===== src/rtl/edge_event_arbiter_if.sv =====
// edge_event_arbiter_if: edge pulse inputs, event handshake and overflow diagnostics bundle
interface edge_event_arbiter_if #(
  parameter int CHANNELS = 16,
  parameter int OVF_W    = 8
);
  localparam int CH_W = $clog2(CHANNELS);
  logic [CHANNELS-1:0] rise;
  logic [CHANNELS-1:0] fall;
  logic [CHANNELS-1:0] en_rise;
  logic [CHANNELS-1:0] en_fall;
  logic                ev_valid;
  logic                ev_ready;
  logic [CH_W-1:0]     ev_ch;
  logic [1:0]          ev_type;
  logic                pending_any;
  logic [CHANNELS-1:0] ovf_flags;
  logic [OVF_W-1:0]    ovf_cnt;
  logic                ovf_clr;
  modport master (
    output rise, fall, en_rise, en_fall, ev_ready, ovf_clr,
    input  ev_valid, ev_ch, ev_type, pending_any, ovf_flags, ovf_cnt
  );
  modport slave (
    input  rise, fall, en_rise, en_fall, ev_ready, ovf_clr,
    output ev_valid, ev_ch, ev_type, pending_any, ovf_flags, ovf_cnt
  );
endinterface


===== src/rtl/edge_event_arbiter.sv =====
// edge_event_arbiter: latches edge pulses per channel and serves them round-robin over valid/ready
module edge_event_arbiter #(
  parameter int CHANNELS = 16,
  parameter int OVF_W    = 8
) (
  input logic                clk,
  input logic                rst,
  edge_event_arbiter_if.slave bus
);
  localparam int CH_W = $clog2(CHANNELS);
  localparam int SW   = OVF_W + CH_W + 2;
  typedef enum logic {IDLE, PRESENT} state_t;
  state_t              state_q;
  logic [CHANNELS-1:0] pend_r_q, pend_r_d, pend_f_q, pend_f_d;
  logic [CHANNELS-1:0] ovf_flags_q, ovf_flags_d;
  logic [OVF_W-1:0]    ovf_cnt_q, ovf_cnt_d;
  logic [CH_W-1:0]     ptr_q, ev_ch_q, win, idx;
  logic [1:0]          ev_type_q;
  logic [CHANNELS-1:0] req, set_r, set_f, ovf_r, ovf_f, clr;
  logic [SW-1:0]       ovf_sum;
  logic                found, load;
  assign req   = (pend_r_q & bus.en_rise) | (pend_f_q & bus.en_fall);
  assign set_r = bus.rise & bus.en_rise;
  assign set_f = bus.fall & bus.en_fall;
  assign load  = |req && (state_q == IDLE || bus.ev_ready);
  always_comb begin
    found = 1'b0;
    win   = '0;
    idx   = '0;
    for (int k = 0; k < CHANNELS; k++) begin
      idx = CH_W'((int'(ptr_q) + k) % CHANNELS);
      if (!found && req[idx]) begin
        found = 1'b1;
        win   = idx;
      end
    end
  end
  always_comb begin
    clr         = load ? (CHANNELS'(1) << win) : '0;
    pend_r_d    = ((pend_r_q & ~clr) | set_r) & bus.en_rise;
    pend_f_d    = ((pend_f_q & ~clr) | set_f) & bus.en_fall;
    ovf_r       = set_r & pend_r_q & ~clr;
    ovf_f       = set_f & pend_f_q & ~clr;
    ovf_flags_d = (bus.ovf_clr ? '0 : ovf_flags_q) | ovf_r | ovf_f;
    ovf_sum     = (bus.ovf_clr ? '0 : SW'(ovf_cnt_q)) + SW'($countones(ovf_r)) + SW'($countones(ovf_f));
    ovf_cnt_d   = (ovf_sum > SW'({OVF_W{1'b1}})) ? '1 : ovf_sum[OVF_W-1:0];
  end
  always_ff @(posedge clk) begin
    if (rst) begin
      state_q     <= IDLE;
      ptr_q       <= '0;
      ev_ch_q     <= '0;
      ev_type_q   <= '0;
      pend_r_q    <= '0;
      pend_f_q    <= '0;
      ovf_flags_q <= '0;
      ovf_cnt_q   <= '0;
    end else begin
      pend_r_q    <= pend_r_d;
      pend_f_q    <= pend_f_d;
      ovf_flags_q <= ovf_flags_d;
      ovf_cnt_q   <= ovf_cnt_d;
      if (load) begin
        state_q   <= PRESENT;
        ev_ch_q   <= win;
        ev_type_q <= {pend_f_q[win] & bus.en_fall[win], pend_r_q[win] & bus.en_rise[win]};
        ptr_q     <= (win == CH_W'(CHANNELS - 1)) ? '0 : win + 1'b1;
      end else if (bus.ev_ready) begin
        state_q <= IDLE;
      end
    end
  end
  assign bus.ev_valid    = (state_q == PRESENT);
  assign bus.ev_ch       = ev_ch_q;
  assign bus.ev_type     = ev_type_q;
  assign bus.pending_any = |req;
  assign bus.ovf_flags   = ovf_flags_q;
  assign bus.ovf_cnt     = ovf_cnt_q;
endmodule

===== src/flat_wrapper.sv =====
// flat-port wrapper written by rule: the top's interface ports become plain ports
module edge_event_arbiter_flat 
#(
  parameter int CHANNELS = 16,
  parameter int OVF_W    = 8
)
  (clk, rst, bus_rise, bus_fall, bus_en_rise, bus_en_fall, bus_ev_ready, bus_ovf_clr, bus_ev_valid, bus_ev_ch, bus_ev_type, bus_pending_any, bus_ovf_flags, bus_ovf_cnt);
  edge_event_arbiter_if #(.CHANNELS(CHANNELS), .OVF_W(OVF_W)) bus_i ();
  input logic clk;
  input logic rst;
  input wire logic [$bits(bus_i.rise)-1:0] bus_rise;
  input wire logic [$bits(bus_i.fall)-1:0] bus_fall;
  input wire logic [$bits(bus_i.en_rise)-1:0] bus_en_rise;
  input wire logic [$bits(bus_i.en_fall)-1:0] bus_en_fall;
  input wire logic [$bits(bus_i.ev_ready)-1:0] bus_ev_ready;
  input wire logic [$bits(bus_i.ovf_clr)-1:0] bus_ovf_clr;
  output wire logic [$bits(bus_i.ev_valid)-1:0] bus_ev_valid;
  output wire logic [$bits(bus_i.ev_ch)-1:0] bus_ev_ch;
  output wire logic [$bits(bus_i.ev_type)-1:0] bus_ev_type;
  output wire logic [$bits(bus_i.pending_any)-1:0] bus_pending_any;
  output wire logic [$bits(bus_i.ovf_flags)-1:0] bus_ovf_flags;
  output wire logic [$bits(bus_i.ovf_cnt)-1:0] bus_ovf_cnt;
  assign bus_i.rise = bus_rise;
  assign bus_i.fall = bus_fall;
  assign bus_i.en_rise = bus_en_rise;
  assign bus_i.en_fall = bus_en_fall;
  assign bus_i.ev_ready = bus_ev_ready;
  assign bus_i.ovf_clr = bus_ovf_clr;
  assign bus_ev_valid = bus_i.ev_valid;
  assign bus_ev_ch = bus_i.ev_ch;
  assign bus_ev_type = bus_i.ev_type;
  assign bus_pending_any = bus_i.pending_any;
  assign bus_ovf_flags = bus_i.ovf_flags;
  assign bus_ovf_cnt = bus_i.ovf_cnt;
  edge_event_arbiter #(.CHANNELS(CHANNELS), .OVF_W(OVF_W)) u_core (.clk(clk), .rst(rst), .bus(bus_i));
endmodule

===== config.mk =====
export PLATFORM = sky130hd
export DESIGN_NAME = edge_event_arbiter_flat
export DESIGN_NICKNAME = d
export VERILOG_FILES = /design/src/rtl/edge_event_arbiter_if.sv /design/src/rtl/edge_event_arbiter.sv /design/src/flat_wrapper.sv
export SDC_FILE = /design/constraint.sdc
export NUM_CORES = 1
export LEC_CHECK = 0
export ABC_AREA = 1
export CELL_PAD_IN_SITES_DETAIL_PLACEMENT = 2
export CELL_PAD_IN_SITES_GLOBAL_PLACEMENT = 2
export CORE_MARGIN = 4
export CORE_UTILIZATION = 32
export CTS_CLUSTER_SIZE = 28
export DETAILED_ROUTE_END_ITERATION = 10
export HOLD_SLACK_MARGIN = 0.06
export MAX_ROUTING_LAYER = met4
export PLACE_DENSITY_LB_ADDON = 0.2
export SLEW_MARGIN = 5
export SYNTH_ARGS = -nofsm -noshare
export SYNTH_HDL_FRONTEND = slang
export SYNTH_SLANG_ARGS = --single-unit
export TNS_END_PERCENT = 20

===== constraint.sdc =====
create_clock -name clk -period 16.4 [get_ports clk]
set_input_delay 3.28 -clock clk [delete_from_list [all_inputs] [get_ports clk]]
set_output_delay 3.28 -clock clk [all_outputs]
set_load 0.05 [all_outputs]

==> metrics <==
sw power 1080 uW; gr usage total 27.5%; Max Clock Freq 76.4 MHz; first-pass GRT wire length 49.6 mm; Slowest cell on crit path inv_1; Hold Startpoint u_core.pend_f_q[4]$_SDFF_PP0_; Starting Density 32.4%; Synth cell types 42; Lkg Pwr 0.00440 uW; reg2reg end u_core.bus.ovf_cnt[1]$_SDFF_PP0_; Worst Path Max Fanout 13; share of layout cells above drive strength 1 4.66%; sequential share of power 11.6%; Worst-path clk slew 60 ps; hold crit path type flop to flop; Mapped Area 0.00680 mm^2; cts repair resizes 0; async set-reset flop share out of synthesis 0%; arrival time at the worst endpoint 13400 ps; Final Setup Violations 0; CTS Buf Count 9; cell area after placement 0.00800 mm^2; r2r setup slk 4420 ps; Synth area leader dfxtp_1; Worst Path Required 16710 ps; RSZ-0062 raised after global routing no; Seq cells post-synth 67; via/cell ratio 5.39; H-Tree Depth 3; GP Congestion 0.953; Worst R2R Path Depth 46; max capacitance violation total 0; Final Max Slew Viols 0; Commonest cells post-synth nand2_1 (292), inv_1 (179), nand3_1 (168), nor2_1 (93), dfxtp_1 (67); antenna diode instance count 0; Die ar. 0.0236 mm^2; residual DRC count 0; total wire length 31.5 mm; Switching Share 61.1%; Setup Total Neg Slack 0 ps; Final Hold Fails 0; cell row count 53; initial antenna violation count 0; CORE AREA 0.0210 mm^2; sequential fraction of the synthesis area 19.7%; Rel. slew slack 15.4%; DRT Pass-1 Iters 7; CP endpoint kind flop; CP Launch Type input port; Sink Count 67; pre-CTS setup slack 3120 ps; Syn Inst Count 1087; Die Y-Extent 154 um; ANT nets after route 0; Max IR drop VDD 0.0928 mV; number of global-route vias before repair 8640; largest net degree at the start of global routing 33; Worst Path Class, Setup input port to flop; post-CTS setup buffers 0; min Tclk post-route 13090 ps; clock power share 13.9%; DR vias 7841; clk_skew 14.8 ps; Final WS setup 3310 ps; average wire per standard cell 21.7 um; most used cell, CP nand2_1; final cycle utilization of the critical path 79.8%; Remaining Overflow, GRT 0; hold_buf cts 0; Slew @ Worst Pin 1270 ps; Post-synth EDFFs 0; I/O pins 100; die width 154 um; outcome complete, no violations; Max Buffers Root-to-Sink 2; Root Driver clkbuf_16; # port buffers 99; Layout area overhead 22.9%; Worst Hold Margin 500 ps; Final HPWL DP 24.9 mm; final instance area 0.00836 mm^2; Syn Area/Cell 6.25 um^2; CP max stage delay 670 ps; drt first-iter violations 551; Hold Path Sink u_core.pend_f_q[4]$_SDFF_PP0_; PwrDens 211 mW/mm^2; yosys warns 0; top cells by area, synth dfxtp_1 (20%), nand2_1 (16%), nand3_1 (12%), inv_1 (9.9%), fa_1 (8.5%); Comb pwr share 74.5%; top_reg_cell synth dfxtp_1; Syn Nets 1222; reg-to-reg startpoint u_core.ptr_q[1]$_SDFFE_PP0P_; hold path depth 2; nets 1309; CTS tree yes; Yosys top cell area share 19.7%; P_int 686 uW; count leader, synth nand2_1; worst skew pair latency 360 ps
==> per-stage QoR <==
| step | std cells | util, % | power (uW) |
|---|---|---|---|
| floorplan | 1087 | - | 1080 |
| CTS | 1454 | 39.9 | 1750 |
| global route | 1454 | 39.9 | 1900 |
| finish | 1454 | 39.9 | 1760 |
| global placement | 1438 | 38.2 | 1440 |
| detailed placement | 1438 | 38.2 | 1480 |
==> power groups by stage <==
stage | combinational [uW] | sequential (uW) | clock, uW
2_1_floorplan | 845 | 233 | 0
3_3_place_gp | 1240 | 207 | 0
3_5_place_dp | 1270 | 207 | 0
4_1_cts | 1300 | 204 | 249
5_1_grt | 1440 | 208 | 256
6_report | 1310 | 205 | 245
==> how the worst max path moves through the flow <==
stage | startpoint | to | slack (ps) | cells after the start
2_1_floorplan | bus_en_rise[15] | u_core.bus.ovf_cnt[1]$_SDFF_PP0_ | 6080 | 43
3_3_place_gp | bus_en_rise[14] | u_core.bus.ovf_cnt[1]$_SDFF_PP0_ | 3610 | 49
3_5_place_dp | bus_en_rise[14] | u_core.bus.ovf_cnt[1]$_SDFF_PP0_ | 3120 | 49
4_1_cts | bus_en_fall[14] | u_core.bus.ovf_cnt[1]$_SDFF_PP0_ | 3480 | 47
5_1_grt | bus_en_fall[14] | u_core.bus.ovf_cnt[1]$_SDFF_PP0_ | 2580 | 47
6_report | bus_en_fall[12] | u_core.bus.ovf_cnt[1]$_SDFF_PP0_ | 3310 | 47
==> registers in the layout (all words and copies together), names as in the netlist <==
register              flops
u_core.bus.ev_ch          4
u_core.bus.ovf_cnt        8
u_core.pend_r_q          16
u_core.bus.ev_type        2
u_core.ptr_q              4
u_core.bus.ev_valid       1
u_core.pend_f_q          16
u_core.bus.ovf_flags     16
==> worst max-delay path, delay by kind of cell <==
kind / cells / cell delay [ps]
buf+inv: 8 / 1830
compound gates: 4 / 850
simple gates: 28 / 4180
fa+ha+maj: 7 / 3260
==> kinds of logic after synthesis <==
kind of cell,share of synthesized area [%]
flip-flops,19.7
AND/OR/NAND/NOR,43.1
adder cells (fa/ha/maj),15.5
AO/OA/AOI/OAI,6.98
XOR/XNOR,1.90
buffers and inverters,12.8
==> per-layer routing <==
metal,vias up,share of wire [%],global-route usage (%)
li1,3680,-,-
met1,3866,47,37.0
met2,246,46,43.5
met3,49,5.6,4.39
met4,0,2.0,6.64
met5,-,0,-
==> cell type report <==
type | instances | area [um^2]
fill | 2658 | 12600
multi-input combinational | 805 | 4590
sequential | 67 | 1340
timing repair buffer | 102 | 1010
inverter | 189 | 711
tap | 275 | 344
clock buffer | 11 | 253
clock inverter | 5 | 108
==> cell usage in the layout, fill, tap and decap left out, types with 2 or more instances in the layout <==
cell             synthesis  layout
clkdlybuf4s50_1          0      99
xnor2_1                  4       4
nand4_2                  2       2
nor2_4                   7       7
a31oi_1                  6       6
clkbuf_8                 0       2
nand3_2                  4       4
inv_1                  179     179
o211ai_1                 5       5
nor3_1                   3       3
nor2_1                  93      93
nand4_4                  2       2
nand3_1                168     168
nor4_1                   3       3
xor2_1                   7       7
clkinv_1                 2       2
dfxtp_1                 67      67
inv_2                    7       7
ha_1                    38      38
bufinv_16                0       3
o21ai_1                  4       4
nand2_2                  5       5
clkbuf_16                0       9
o21bai_1                 2       2
o21a_1                   2       2
buf_4                    3       3
o21ai_0                 15      15
nor2_2                   2       2
fa_1                    29      29
o21ai_2                  2       2
nand4_1                 55      55
a21oi_1                 48      48
nand2_1                292     292
(Power assumes the default switching activity.)
